--- config.mk ---
export PLATFORM = sky130hd
export DESIGN_NAME = spi_slave_gen
export DESIGN_NICKNAME = d
export VERILOG_FILES = /design/src/rtl/spi_pkg.sv /design/src/rtl/spi_sync_edge.sv /design/src/rtl/spi_slave_gen.sv
export SDC_FILE = /design/constraint.sdc
export NUM_CORES = 1
export LEC_CHECK = 0
export ABC_AREA = 1
export CAP_MARGIN = 40
export CORE_MARGIN = 1
export CORE_UTILIZATION = 59
export CTS_CLUSTER_SIZE = 8
export DETAILED_ROUTE_END_ITERATION = 16
export GPL_ROUTABILITY_DRIVEN = 0
export MAX_ROUTING_LAYER = met4
export PLACE_DENSITY = 0.9
export SYNTH_ARGS = -nofsm -noshare
export SYNTH_HDL_FRONTEND = slang
export SYNTH_SLANG_ARGS = --single-unit
--- constraint.sdc ---
create_clock -name clk_in -period 2.65 [get_ports clk_in]
set_clock_uncertainty 0.05 [all_clocks]
set_input_delay 0.6625 -clock clk_in [delete_from_list [all_inputs] [get_ports clk_in]]
set_output_delay 0.6625 -clock clk_in [all_outputs]
set_load 0.02 [all_outputs]
--- src/rtl/spi_pkg.sv ---
// Shared definitions for the SPI slave: FSM states, synchroniser depth and
// the helper that picks which SCLK edge samples MOSI for a given mode.
package spi_pkg;

  localparam int SYNC_DEPTH = 3;

  typedef enum logic {
    ST_IDLE   = 1'b0,
    ST_ACTIVE = 1'b1
  } spi_state_t;

  // Leading edge is rising when CPOL=0; CPHA=0 samples on the leading edge.
  // Sampling therefore happens on the rising edge exactly when CPOL == CPHA.
  function automatic bit sample_is_rise(input bit cpol, input bit cpha);
    return !(cpol ^ cpha);
  endfunction

endpackage

--- src/rtl/spi_sync_edge.sv ---
// Brings an asynchronous pin into the clk_in domain and produces registered
// one-cycle rise/fall pulses from the last two synchroniser stages.
module spi_sync_edge
  import spi_pkg::*;
#(
  parameter bit IDLE_LEVEL = 1'b0
) (
  input  logic clk_in,
  input  logic rst,
  input  logic async_in,
  output logic rise,
  output logic fall
);

  logic [SYNC_DEPTH-1:0] sync_q;

  // Synchroniser chain preset to the idle level so reset never fakes an edge.
  always_ff @(posedge clk_in) begin
    if (rst) begin
      sync_q <= {SYNC_DEPTH{IDLE_LEVEL}};
      rise   <= 1'b0;
      fall   <= 1'b0;
    end else begin
      sync_q <= {sync_q[SYNC_DEPTH-2:0], async_in};
      rise   <= sync_q[SYNC_DEPTH-2] & ~sync_q[SYNC_DEPTH-1];
      fall   <= ~sync_q[SYNC_DEPTH-2] & sync_q[SYNC_DEPTH-1];
    end
  end

endmodule

--- src/rtl/spi_slave_gen.sv ---
// Oversampling SPI slave: all SPI pins are synchronised into clk_in and the
// protocol is run from detected SCLK/CS edges. Supports all four modes,
// either bit order, and back-to-back words inside one CS frame.
module spi_slave_gen
  import spi_pkg::*;
#(
  parameter int DATA_W    = 16,
  parameter bit CPOL      = 1'b1,
  parameter bit CPHA      = 1'b1,
  parameter bit MSB_FIRST = 1'b1
) (
  input  logic              clk_in,
  input  logic              rst,
  input  logic              spi_sclk,
  input  logic              spi_cs_n,
  input  logic              spi_mosi,
  output logic              spi_miso,
  output logic              spi_miso_oe,
  input  logic [DATA_W-1:0] tx_data,
  input  logic              tx_valid,
  output logic              tx_ready,
  output logic [DATA_W-1:0] rx_data,
  output logic              rx_valid,
  output logic              rx_frame_err,
  output logic              tx_underrun,
  output logic              busy
);

  localparam bit SAMPLE_RISE = sample_is_rise(CPOL, CPHA);
  localparam int CNT_W = $clog2(DATA_W + 1);
  localparam logic [CNT_W-1:0] CNT_FULL = CNT_W'(DATA_W);

  spi_state_t state, state_next;

  logic sclk_rise, sclk_fall, cs_rise, cs_fall;
  logic sample_edge, shift_edge;
  logic [SYNC_DEPTH-1:0] mosi_sync;
  logic mosi_s;

  logic [CNT_W-1:0]  bit_cnt;
  logic [DATA_W-1:0] hold_reg, tx_shift, rx_shift;
  logic [DATA_W-1:0] tx_load, tx_next, rx_next;
  logic hold_full, skip_shift, tx_fire;

  logic word_start, word_done, frame_end, frame_err, sample_evt, shift_evt;

  spi_sync_edge #(.IDLE_LEVEL(CPOL)) u_sclk_sync (
    .clk_in   (clk_in),
    .rst      (rst),
    .async_in (spi_sclk),
    .rise     (sclk_rise),
    .fall     (sclk_fall)
  );

  spi_sync_edge #(.IDLE_LEVEL(1'b1)) u_cs_sync (
    .clk_in   (clk_in),
    .rst      (rst),
    .async_in (spi_cs_n),
    .rise     (cs_rise),
    .fall     (cs_fall)
  );

  assign sample_edge = SAMPLE_RISE ? sclk_rise : sclk_fall;
  assign shift_edge  = SAMPLE_RISE ? sclk_fall : sclk_rise;
  assign mosi_s      = mosi_sync[SYNC_DEPTH-1];

  assign tx_load = hold_full ? hold_reg : '0;
  assign tx_next = MSB_FIRST ? {tx_shift[DATA_W-2:0], 1'b0} : {1'b0, tx_shift[DATA_W-1:1]};
  assign rx_next = MSB_FIRST ? {rx_shift[DATA_W-2:0], mosi_s} : {mosi_s, rx_shift[DATA_W-1:1]};
  assign tx_fire = tx_valid && !hold_full;

  assign tx_ready = !hold_full;
  assign busy     = (state == ST_ACTIVE);

  // MOSI goes through the same depth as SCLK so the sampled bit lines up with the detected edge.
  always_ff @(posedge clk_in) begin
    if (rst) mosi_sync <= '0;
    else     mosi_sync <= {mosi_sync[SYNC_DEPTH-2:0], spi_mosi};
  end

  // State register.
  always_ff @(posedge clk_in) begin
    if (rst) state <= ST_IDLE;
    else     state <= state_next;
  end

  // Next state and per-cycle events; CS activity always wins over SCLK edges.
  always_comb begin
    state_next = state;
    word_start = 1'b0;
    word_done  = 1'b0;
    frame_end  = 1'b0;
    frame_err  = 1'b0;
    sample_evt = 1'b0;
    shift_evt  = 1'b0;
    case (state)
      ST_IDLE: begin
        if (cs_fall) begin
          state_next = ST_ACTIVE;
          word_start = 1'b1;
        end
      end
      ST_ACTIVE: begin
        word_done = (bit_cnt == CNT_FULL);
        if (cs_rise) begin
          state_next = ST_IDLE;
          frame_end  = 1'b1;
          frame_err  = (bit_cnt != '0) && !word_done;
        end else begin
          word_start = word_done;
          sample_evt = sample_edge && !word_done;
          shift_evt  = shift_edge && !word_done;
        end
      end
      default: state_next = ST_IDLE;
    endcase
  end

  // Shift registers, bit counter, holding register and the status pulses.
  always_ff @(posedge clk_in) begin
    if (rst) begin
      bit_cnt      <= '0;
      hold_reg     <= '0;
      hold_full    <= 1'b0;
      tx_shift     <= '0;
      rx_shift     <= '0;
      skip_shift   <= 1'b0;
      spi_miso     <= 1'b0;
      spi_miso_oe  <= 1'b0;
      rx_data      <= '0;
      rx_valid     <= 1'b0;
      rx_frame_err <= 1'b0;
      tx_underrun  <= 1'b0;
    end else begin
      rx_valid     <= 1'b0;
      rx_frame_err <= 1'b0;
      tx_underrun  <= 1'b0;

      if (word_done) begin
        rx_data  <= rx_shift;
        rx_valid <= 1'b1;
        bit_cnt  <= '0;
      end

      if (frame_end) begin
        bit_cnt      <= '0;
        spi_miso     <= 1'b0;
        spi_miso_oe  <= 1'b0;
        rx_frame_err <= frame_err;
      end

      // On a mid-frame wrap the shift edge of the previous last bit is still
      // to come, so it must not advance past the freshly loaded first bit.
      if (word_start) begin
        tx_shift    <= tx_load;
        spi_miso    <= MSB_FIRST ? tx_load[DATA_W-1] : tx_load[0];
        tx_underrun <= !hold_full;
        hold_full   <= 1'b0;
        skip_shift  <= CPHA || (state == ST_ACTIVE);
        spi_miso_oe <= 1'b1;
      end

      if (sample_evt) begin
        rx_shift <= rx_next;
        bit_cnt  <= bit_cnt + CNT_W'(1);
      end

      if (shift_evt) begin
        if (skip_shift) begin
          skip_shift <= 1'b0;
        end else begin
          tx_shift <= tx_next;
          spi_miso <= MSB_FIRST ? tx_next[DATA_W-1] : tx_next[0];
        end
      end

      if (tx_fire) begin
        hold_reg  <= tx_data;
        hold_full <= 1'b1;
      end
    end
  end

endmodule

After elaboration in Yosys (flattened, before gate mapping). Cells that the tools add are included. W data, S select, Z words.

Bits in registers: 90. Word-level logic and storage cells: 77. Input port bits: 22.

Reduce and logical (&&, ||, !) cells: 12. Mux-type cells: 31. Eq/ne operators: 1. Bitwise operators: 12. $add $sub $neg: 1.

Operators with widths (count): $mux W16 (4); $mux W1 (22); $mux W5 (3); $not A1 Y1 (8); $add A5 B1 Y5 const B (1); $eq A5 B5 Y1 const B (1); $reduce_bool A5 Y1 (1); $and A1 B1 Y1 (4); $logic_and A1 B1 Y1 (4); $pmux W1 S2 (2); $reduce_bool A2 Y1 (2); $reduce_or A4 Y1 (1); $reduce_bool A3 Y1 (1); $logic_not A1 Y1 (2); $reduce_or A2 Y1 (1).

Longest topological paths before layout.
Depth in word-level cells: 6. Mapped depth: 9.

By module. Synthesis repeated with hierarchy kept, for this count alone.

Cell total of the unflattened synthesis: 488. Area total of the unflattened synthesis: 3664.8 sq um.

By module, submodules not included: spi_slave_gen (area each 3387.0 sq um, times used 1, sequential area each 1581.5 sq um, cells each 460); spi_sync_edge (area each 138.9 sq um, times used 2, sequential area each 100.1 sq um, cells each 14).

Least setup slack after synthesis. Ideal clock, no wire load.

Kind: in2reg. Start point: input rst. End point: register rx_data[10]. Slack: 1.103 ns. Stages on the path: 6. Required time: 2.530 ns. Buffers on the path: 3. Arrival time: 1.427 ns. Cells stage by stage: clkbuf_1 inv_1 buf_2 clkbuf_1 o21ai_0 a21oi_1.

RTL lines: start: declaration (RTL line spi_slave_gen.sv:13) `input logic rst,`; end signal: assignment (RTL line spi_slave_gen.sv:140) `rx_data <= rx_shift;`; end: declaration (RTL line spi_slave_gen.sv:22) `output logic [DATA_W-1:0] rx_data,`.

Final worst setup path.
Start point: register state, in the netlist busy. End point: output busy.

RTL lines: start: declaration (RTL line spi_slave_gen.sv:33) `spi_state_t state, state_next;`; start signal: assignment (RTL line spi_slave_gen.sv:84) `else state <= state_next;`; end: declaration (RTL line spi_slave_gen.sv:26) `output logic busy`.

No word-level cell between the ends.

==> run summary <==
nets: 543
All-Layer GR Usage: 24.3%
Bufs and invs on worst path: 1
Ys Warns: 0
PortBufs: 44
die area: 6340 um2
sequential area share after synthesis: 50.1%
fin worst setup slack: 0.560 ns
Worst EP required: 1.94 ns
Slew Limit Fails: 0
Setup CP Type: flip-flop to output pin
synth top area cells: dfxtp_1 50%, nor2_1 11%, nand3_1 7.2%, o21ai_0 7.2%, inv_1 6.7%
clock buffer depth: 2
Post-Place Setup Slack: 0.511 ns
Hold/Removal Path Class: flip-flop to flip-flop
Synth Net Count: 511
Num CTS Buffers: 9
hold_ws: 0.362 ns
drt first pass iters: 5
share of layout cells above drive strength 1: 6.49%
htree depth: 3
Worst slew margin: 55.9%
die width: 79.6 um
Post-Layout Cell Count: 596
Inst Count DP: 580
diode count: 0
HPWL Detailed: 4630 um
fin crit share: 78.9%
Top Ports: 45
first-pass GRT wire length: 11,700 um
final setup fails: 0
maximum vdd ir drop: 0.494 mV
GRT overflow: 0
outcome: finished, final reports clean
number of synthesized register bits: 89
later-pin clock latency in the skew report: 0.35 ns
cell count after synthesis: 487
Hold-fix buffers, CTS: 0
initial core utilization: 63.0%
Final ANT Viol Nets: 0
mean routed wirelength per cell: 11.5 um
max_cap viols: 0
Area growth syn-to-layout: 17.7%
number of remaining DRC errors: 0
most common cell after layout, fill and taps aside: nor2_1
Cell variety after synth: 21
slowest stage cell on the critical path: clkdlybuf4s50_1
post_cts resized: 0
Crit path max-delay family: buffers and inverters
largest net degree at the start of global routing: 39
unrepaired setup endpoints after global routing: no
total vias in the final route: 3,086
Critical Path Max Stage Delay: 0.64 ns
Startpoint Class: flip-flop
Data arrival, critical path: 1.38 ns
Mean Syn Cell Area: 7.30 um2
initial antenna violation count: 0
clock sink total: 89
vias in the first global route: 2,759
setup tns final: 0 ns
cell taking the most area after synthesis: dfxtp_1
worst-path cell chain: clkdlybuf4s50_1
async set or reset register ratio after synthesis: 0%
Die Y: 79.6 um
CTS tree: yes
row count: 27
Post-synth EDFFs: 0
fin crit period: 2.09 ns
Lkg Pwr: 1.91 nW
CTS root buf: clkbuf_8
Final Hold Viols: 0
Yosys top cell area share: 50.1%
Pwr Total: 0.00246 W
Slew @ Worst Pin: 0.660 ns
synthesized area: 3550 um2
vias per cell: 5.18
pwr dens: 589 nW/um2
core area: 5640 um2
fmax: 478 MHz
ys flop type: dfxtp_1
Crit. End Element: output pin
Routed WL: 6850 um
Initial DRC Count: 166
clock transition at the registers of the reported paths: 0.08 ns
Max FO, Critical Path: 5
Post-CTS Setup Repair Bufs: 0
most frequent cells in the layout: 104 x nor2_1, 89 x dfxtp_1, 63 x inv_1, 51 x o21ai_0, 51 x nand3_1
final cells by class:
type                    instances  area (um2)
clock buffers                  10         138
clock inverters                 6        65.1
fillers                       398        1460
inverters                      65         244
multi-input cells             304        1380
flip-flops and latches         89        1780
well taps                      72        90.1
repair buffers                 50         485
cells in the mapped netlist, types with 2 or more instances:
cell type	number
nor2_1	104
dfxtp_1	89
inv_1	63
nand3_1	51
o21ai_0	51
nand2_1	49
a21oi_1	25
buf_2	13
clkbuf_1	10
nand4_1	7
buf_4	4
or2_2	4
nand2_2	3
nor3_1	3
ha_1	2
inv_2	2
nand3_2	2
xnor2_1	2
kinds of logic (layout without fill, tap and decap cells):
group           after synthesis  in the layout  share of synthesized area [%]
compound gates               76             76                           10.7
xor+xnor                      2              2                          0.493
fa+ha+maj                     2              2                          0.704
buf+inv                      94            131                           11.0
flops                        89             89                           50.1
simple gates                224            224                           27.0
worst reg2reg max path, cell delays in order (launching register included):
cell and delay (ns):
dfxtp_1 0.40, inv_1 0.07, ha_1 0.25, nand3_2 0.14, nand3_2 0.46, nor2_1 0.30
nor2_1 0.06, nand2_1 0.08, inv_1 0.04
per-stage QoR:
step | util [%] | cell area [um2]
after global placement | 70.6 | 3980
after global routing | 74.2 | 4190
after floorplan | - | 3550
after detailed placement | 70.6 | 3980
after CTS | 74.2 | 4190
final | 74.2 | 4190
path summary, 6_finish.rpt:
kind | startpoint | to | slack, ns | depth (start not counted)
setup / recovery | busy | busy | 0.56 | 1
hold / removal | mosi_sync[0] | mosi_sync[1] | 0.36 | 2
setup reg to reg | bit_cnt[0] | tx_shift[8] | 0.70 | 8
hold reg to reg | mosi_sync[0] | mosi_sync[1] | 0.36 | 2
where the power goes:
| part | leakage (nW) | internal, W | switching, W | total, W |
|---|---|---|---|---|
| clock network | 0.103 | 0.000463 | 0.000464 | 0.000927 |
| logic | 1.09 | 0.0000669 | 0.0000873 | 0.000154 |
| registers | 0.723 | 0.00137 | 0.0000153 | 0.00138 |
| total | 1.91 | 0.00190 | 0.000566 | 0.00246 |
layer usage:
| layer | track usage [%] | vias to the layer above | share of wire, % |
|---|---|---|---|
| met3 | 5.71 | 12 | 5.0 |
| li1 | - | 1590 | - |
| met2 | 40.6 | 93 | 50 |
| met5 | - | - | 0 |
| met1 | 28.2 | 1391 | 44 |
| met4 | 9.64 | 0 | 1.7 |
(Power assumes the default switching activity.)
